<file path="config.mk">
export PLATFORM = sky130hd
export DESIGN_NAME = ahb_data_master
export DESIGN_NICKNAME = d
export VERILOG_FILES = /design/src/rtl/ahb_pkg.sv /design/src/rtl/ahb_data_master.sv
export SDC_FILE = /design/constraint.sdc
export NUM_CORES = 1
export LEC_CHECK = 0
export ABC_AREA = 1
export BUFFER_PORTS_ARGS = -buffer_cell sky130_fd_sc_hd__buf_2
export CAP_MARGIN = 20
export CORE_ASPECT_RATIO = 1.75
export CORE_MARGIN = 2
export CORE_UTILIZATION = 35
export DETAILED_ROUTE_END_ITERATION = 10
export GPL_ROUTABILITY_DRIVEN = 0
export PLACE_DENSITY_LB_ADDON = 0.08
export SYNTH_ARGS = -nofsm -noshare
export SYNTH_HDL_FRONTEND = slang
export SYNTH_SLANG_ARGS = --single-unit
export TNS_END_PERCENT = 5
</file>
<file path="constraint.sdc">
create_clock -name hclk -period 1.3 [get_ports hclk]
set_clock_uncertainty 0.15 [all_clocks]
set_input_delay 0.065 -clock hclk [delete_from_list [all_inputs] [get_ports hclk]]
set_output_delay 0.065 -clock hclk [all_outputs]
set_load 0.1 [all_outputs]
</file>
<file path="src/rtl/ahb_pkg.sv">
`default_nettype none
// ============================================================================
// Module   : ahb_pkg
// Purpose  : Shared AHB-Lite definitions used by the data-port initiator and
//            the slave decode/glue: transfer-type encoding, size/response/
//            protection constants, the ROM region tag and the write-data
//            lane replication helper.
// Ports    : none (package)
// Revision : 1.0  initial release
// ============================================================================
package ahb_pkg;

   typedef enum logic [1:0] {
      IDLE   = 2'b00,
      BUSY   = 2'b01,
      NONSEQ = 2'b10,
      SEQ    = 2'b11
   } htrans_t;

   localparam logic [2:0] HSIZE_BYTE  = 3'b000;
   localparam logic [2:0] HSIZE_HALF  = 3'b001;
   localparam logic [2:0] HSIZE_WORD  = 3'b010;

   localparam logic       HRESP_OKAY  = 1'b0;
   localparam logic       HRESP_ERROR = 1'b1;

   // Privileged, non-bufferable, non-cacheable; bit 0 selects data vs opcode
   localparam logic [3:0] HPROT_DATA  = 4'b0011;
   localparam logic [3:0] HPROT_FETCH = 4'b0010;

   // Upper address byte that selects the ROM region in the slave decode
   localparam logic [7:0] ROM_BASE    = 8'hA0;

   // Copies an LSB-justified store value onto every byte lane it could occupy,
   // so the slave can pick its lanes from the address without a shifter here.
   function automatic logic [31:0] lane_replicate(input logic [31:0] wdata,
                                                  input logic [2:0]  size);
      case (size)
         HSIZE_BYTE: return {4{wdata[7:0]}};
         HSIZE_HALF: return {2{wdata[15:0]}};
         default:    return wdata;
      endcase
   endfunction

endpackage
`default_nettype wire

</file>
<file path="src/rtl/ahb_data_master.sv">
`default_nettype none
// ============================================================================
// Module   : ahb_data_master
// Purpose  : AHB-Lite initiator for the core data port. Accepts load/store
//            requests on a valid/ready handshake, runs a two-stage
//            (address phase / data phase) pipeline onto the bus, absorbs wait
//            states and two-cycle ERROR responses, and returns exactly one
//            response per accepted request.
// Ports    :
//   hclk, hresetn              clock, asynchronous active-low reset
//   req_valid/req_ready        request handshake
//   req_addr/write/size/wdata  request payload (store data LSB-justified)
//   req_fetch                  opcode fetch, clears hprot[0]
//   rsp_valid/rsp_err/rdata    one-cycle response pulse
//   haddr..hwdata              AHB-Lite master outputs
//   hrdata/hready/hresp        AHB-Lite slave returns
// Revision : 1.0  initial release
// ============================================================================
module ahb_data_master
   import ahb_pkg::*;
#(
   parameter int ADDR_W = 32,
   parameter int DATA_W = 32
)
(
   input  logic              hclk,
   input  logic              hresetn,

   input  logic              req_valid,
   output logic              req_ready,
   input  logic [ADDR_W-1:0] req_addr,
   input  logic              req_write,
   input  logic [2:0]        req_size,
   input  logic [DATA_W-1:0] req_wdata,
   input  logic              req_fetch,

   output logic              rsp_valid,
   output logic              rsp_err,
   output logic [DATA_W-1:0] rsp_rdata,

   output logic [ADDR_W-1:0] haddr,
   output logic [1:0]        htrans,
   output logic              hwrite,
   output logic [2:0]        hsize,
   output logic [3:0]        hprot,
   output logic [DATA_W-1:0] hwdata,
   input  logic [DATA_W-1:0] hrdata,
   input  logic              hready,
   input  logic              hresp
);

   typedef enum logic [0:0] {
      RUN  = 1'b0,
      ERR2 = 1'b1
   } state_t;

   state_t              r_state;
   state_t              w_state_nxt;

   // Address-phase stage
   logic                r_aph_valid;
   logic [ADDR_W-1:0]   r_aph_addr;
   logic                r_aph_write;
   logic [2:0]          r_aph_size;
   logic                r_aph_fetch;
   logic [DATA_W-1:0]   r_aph_wdata;

   // Data-phase stage
   logic                r_dph_valid;
   logic                r_dph_write;
   logic [DATA_W-1:0]   r_hwdata;

   // Response register
   logic                r_rsp_valid;
   logic                r_rsp_err;
   logic [DATA_W-1:0]   r_rsp_rdata;

   logic                w_req_ready;
   logic                w_accept;
   logic                w_aph_done;
   logic                w_dph_done;
   htrans_t             w_htrans;

   // ------------------------------------------------------------------------
   // State register
   // ------------------------------------------------------------------------
   always_ff @(posedge hclk or negedge hresetn) begin
      if (!hresetn) begin
         r_state <= RUN;
      end else begin
         r_state <= w_state_nxt;
      end
   end

   // ------------------------------------------------------------------------
   // Next state and pipeline control
   // ------------------------------------------------------------------------
   always_comb begin
      w_state_nxt = r_state;
      w_req_ready = 1'b0;
      w_aph_done  = 1'b0;
      w_htrans    = IDLE;
      // The data phase retires on any hready, including the second cycle of
      // a two-cycle error.
      w_dph_done  = r_dph_valid && hready;
      case (r_state)
         RUN: begin
            // A queued address phase only frees its slot when the bus is
            // moving and no error is in flight on the data phase.
            w_req_ready = !r_aph_valid || (hready && (hresp == HRESP_OKAY));
            w_aph_done  = r_aph_valid && hready;
            if (r_aph_valid) begin
               w_htrans = NONSEQ;
            end
            if (r_dph_valid && (hresp == HRESP_ERROR) && !hready) begin
               w_state_nxt = ERR2;
            end
         end
         ERR2: begin
            // Bus shows IDLE here, so the held address phase is not sampled
            // and must be re-issued once back in RUN.
            if (hready) begin
               w_state_nxt = RUN;
            end
         end
         default: begin
            w_state_nxt = RUN;
         end
      endcase
   end

   assign w_accept = req_valid && w_req_ready;

   // ------------------------------------------------------------------------
   // Address-phase stage
   // ------------------------------------------------------------------------
   always_ff @(posedge hclk or negedge hresetn) begin
      if (!hresetn) begin
         r_aph_valid <= 1'b0;
         r_aph_addr  <= '0;
         r_aph_write <= 1'b0;
         r_aph_size  <= HSIZE_WORD;
         r_aph_fetch <= 1'b0;
         r_aph_wdata <= '0;
      end else if (w_accept) begin
         r_aph_valid <= 1'b1;
         r_aph_addr  <= req_addr;
         r_aph_write <= req_write;
         r_aph_size  <= req_size;
         r_aph_fetch <= req_fetch;
         r_aph_wdata <= req_wdata;
      end else if (w_aph_done) begin
         // Payload is left in place so the bus outputs stay quiet and stable.
         r_aph_valid <= 1'b0;
      end
   end

   // ------------------------------------------------------------------------
   // Data-phase stage
   // ------------------------------------------------------------------------
   always_ff @(posedge hclk or negedge hresetn) begin
      if (!hresetn) begin
         r_dph_valid <= 1'b0;
         r_dph_write <= 1'b0;
         r_hwdata    <= '0;
      end else if (w_aph_done) begin
         r_dph_valid <= 1'b1;
         r_dph_write <= r_aph_write;
         r_hwdata    <= lane_replicate(r_aph_wdata, r_aph_size);
      end else if (w_dph_done) begin
         r_dph_valid <= 1'b0;
      end
   end

   // ------------------------------------------------------------------------
   // Response
   // ------------------------------------------------------------------------
   always_ff @(posedge hclk or negedge hresetn) begin
      if (!hresetn) begin
         r_rsp_valid <= 1'b0;
         r_rsp_err   <= 1'b0;
         r_rsp_rdata <= '0;
      end else if (w_dph_done) begin
         r_rsp_valid <= 1'b1;
         r_rsp_err   <= (hresp == HRESP_ERROR);
         r_rsp_rdata <= r_dph_write ? '0 : hrdata;
      end else begin
         r_rsp_valid <= 1'b0;
         r_rsp_err   <= 1'b0;
         r_rsp_rdata <= '0;
      end
   end

   // ------------------------------------------------------------------------
   // Outputs
   // ------------------------------------------------------------------------
   assign req_ready = w_req_ready;
   assign htrans    = w_htrans;
   assign haddr     = r_aph_addr;
   assign hwrite    = r_aph_write;
   assign hsize     = r_aph_size;
   assign hprot     = r_aph_fetch ? HPROT_FETCH : HPROT_DATA;
   assign hwdata    = r_hwdata;
   assign rsp_valid = r_rsp_valid;
   assign rsp_err   = r_rsp_err;
   assign rsp_rdata = r_rsp_rdata;

endmodule
`default_nettype wire

</file>
==> impl_metrics.ini <==
[timing]
whs_ps = -40.8
fin_crit_ps = 1540
fin_crit_sh_pct = 118
fmax_mhz = 650
hold_viol_final = 31
fin_ws_ps = -239
finalSetupViolations = 82
slew_violations = 0
grt_setup_unrepaired = yes

[detailed_routing]
avgRoutedWirePerCell_um = 14.6
final_antenna_net_count = 0
met2WireLength_mm = 8.84
drt-initial-drc-count = 201
wl_met3_um = 843
vias_per_cell = 4.80
wl_met1_mm = 7.00
drc = 0
route.vias.total = 5606
finalWirelength_mm = 17.1
routed.top_layer = met4
first_pass_iters = 4

[layout]
stdcell_area_mm2 = 0.00984
fin_cells = 1169
fillers = 1327
drive_above_1_share_pct = 29.6
antenna_cells = 0
finalNetCount = 1073
area_growth_pct = 72.4

[floorplanning]
pin_count = 215
core_area_mm2 = 0.0160
die_x_um = 101
fp.dieH_um = 173
die_area_mm2 = 0.0174
num_rows = 61
start_util_pct = 35.8

[clock_tree]
postCtsHoldBufs = 105
cts.sinks = 139
cts_root_buffer = clkbuf_16
h-tree-depth = 4
cts_inserted_buffers = 17
cts_tree = yes
cts_max_path_buffers = 2
clk_pin_slew_ps = 60
worstSkewPairLatency_ps = 410

[global_routing]
grt_first_pass_wirelength_mm = 28.0
antenna_found_initial = 0
grt_start_max_net_pins = 58
overflow = 0
grt_pass1_vias = 5691
gr-usage-all-layers_pct = 20.2

[critical_path]
cp_max_fo = 3
end_kind = primary output
critPathArrivalTime_ps = 1320
crit_path_start_kind = flip-flop
r2r_slack_ps = -180
cp.required_ps = 1090
worstRegToRegCells = 5
r2r-start = hsize[1]
crit_type = reg2out
reg2reg_to = hwdata[25]

[run_status]
violations = negative hold slack, negative setup slack
status = finished, violations left

[synthesis]
synth-seq-cells = 139
synth_area_mm2 = 0.00571
syn_avg_cell_area_um2 = 8.76
yosys_warnings = 0
ys_seq_area_share_pct = 61.0
ys_types = 21
synth_cells = 651

[hold_path]
hp-class = in2async

[place]
hpwl_mm = 11.3
dp.cells = 1029
io_buffers = 210
postPlaceCellArea_mm2 = 0.00784

[flow_run]
maxCapViolCount = 0
worst max-delay path by stage:
stage / end / from / slack, ps
after CTS: hsize[1] / hsize[1] / -260
after floorplan: hwdata[13] / hsize[1] / -230
after detailed placement: hwdata[25] / hsize[1] / -140
final: hsize[1] / hsize[1] / -240
after global routing: hwdata[12] / hsize[1] / -290
after global placement: hwdata[29] / hsize[1] / -100
per-layer routing:
| metal | vias up | track usage (%) |
|---|---|---|
| met5 | - | 0 |
| met4 | 0 | 7.19 |
| met3 | 31 | 4.85 |
| met2 | 206 | 35.8 |
| met1 | 2639 | 23.5 |
| li1 | 2730 | - |
cell usage in the layout (no fill, tap or decap), types with 3 or more instances in the layout:
master	netlist	layout
buf_2	27	104
inv_2	2	3
dfrtp_2	0	3
buf_12	0	58
buf_6	1	33
o21ai_0	10	10
clkinvlp_4	0	3
buf_4	7	45
nand2_1	250	247
nand4_1	69	69
dfrtp_1	138	134
clkbuf_8	0	4
dlygate4sd3_1	0	105
clkinv_2	0	3
conb_1	2	4
clkbuf_16	0	17
inv_1	8	6
nor2_1	90	89
o21ai_1	8	8
nor2_4	1	3
nand3_1	16	16
kinds of logic (layout without fill, tap and decap cells):
family                 Yosys count  count (layout)  synth area share (%)
buffers and inverters           61             388                  5.20
and+or+nand+nor                429             429                  31.9
other                            2               4                 0.132
AOI/OAI and AO/OA               20              20                  1.75
DFF                            139             139                  61.0
registers in the layout, summed over array words and instances (netlist names), 3 cells and up:
register and flops:
hsize 3, hwdata 32, rsp_rdata 32, r_aph_wdata 32, haddr 32
cell type report:
type | count | area [um^2] | area share [%]
inverter | 10 | 45.0 | 0.458
tap | 189 | 236 | 2.40
sequential | 139 | 3490 | 35.5
multi-input combinational | 453 | 1990 | 20.3
clock buffer | 22 | 484 | 4.92
timing repair buffer | 346 | 3470 | 35.3
clock inverter | 10 | 115 | 1.17
metrics by stage:
stage | hold WS, ps | setup TNS (ps) | util, % | setup WS (ps)
2_1_floorplan | -381 | -5550 | - | -228
3_3_place_gp | -167 | -1650 | 49.1 | -104
3_5_place_dp | -168 | -2570 | 49.1 | -136
4_1_cts | -39.6 | -4800 | 61.2 | -263
5_1_grt | -25.5 | -13140 | 61.7 | -290
6_report | -40.8 | -5370 | 61.7 | -239
repair_timing:
action                                  4_1_cts  5_1_grt
endpoints found under the setup margin      145      128
pin swaps                                     9       15
gates resized for setup                      84       20
hold endpoints to repair                    243       31
cloned                                        0        0
buffers inserted                              3        0
Yosys cell counts:
cell | number | area, um^2
nand2_1 | 250 | 938
o21ai_1 | 8 | 40.0
inv_1 | 8 | 30.0
clkbuf_1 | 11 | 41.3
buf_6 | 1 | 11.3
nor2_2 | 1 | 6.26
nor2_1 | 90 | 338
nand2_2 | 1 | 6.26
nor2_4 | 1 | 11.3
dfstp_2 | 1 | 26.3
a21oi_1 | 2 | 10.0
nand3_1 | 16 | 80.1
conb_1 | 2 | 7.51
nand4_1 | 69 | 432
dfrtp_1 | 138 | 3450
buf_2 | 27 | 135
nand3_2 | 1 | 10.0
o21ai_0 | 10 | 50.1
inv_2 | 2 | 7.51
buf_1 | 5 | 18.8
buf_4 | 7 | 52.6
worst max-delay path: stages (launching register included):
cell and delay, ps:
dfstp_4 640, buf_6 110, buf_12 160
Power is left out: the tool's default activity adds up to more than one toggle a clock period on the data nets, which glitch-free logic cannot reach.
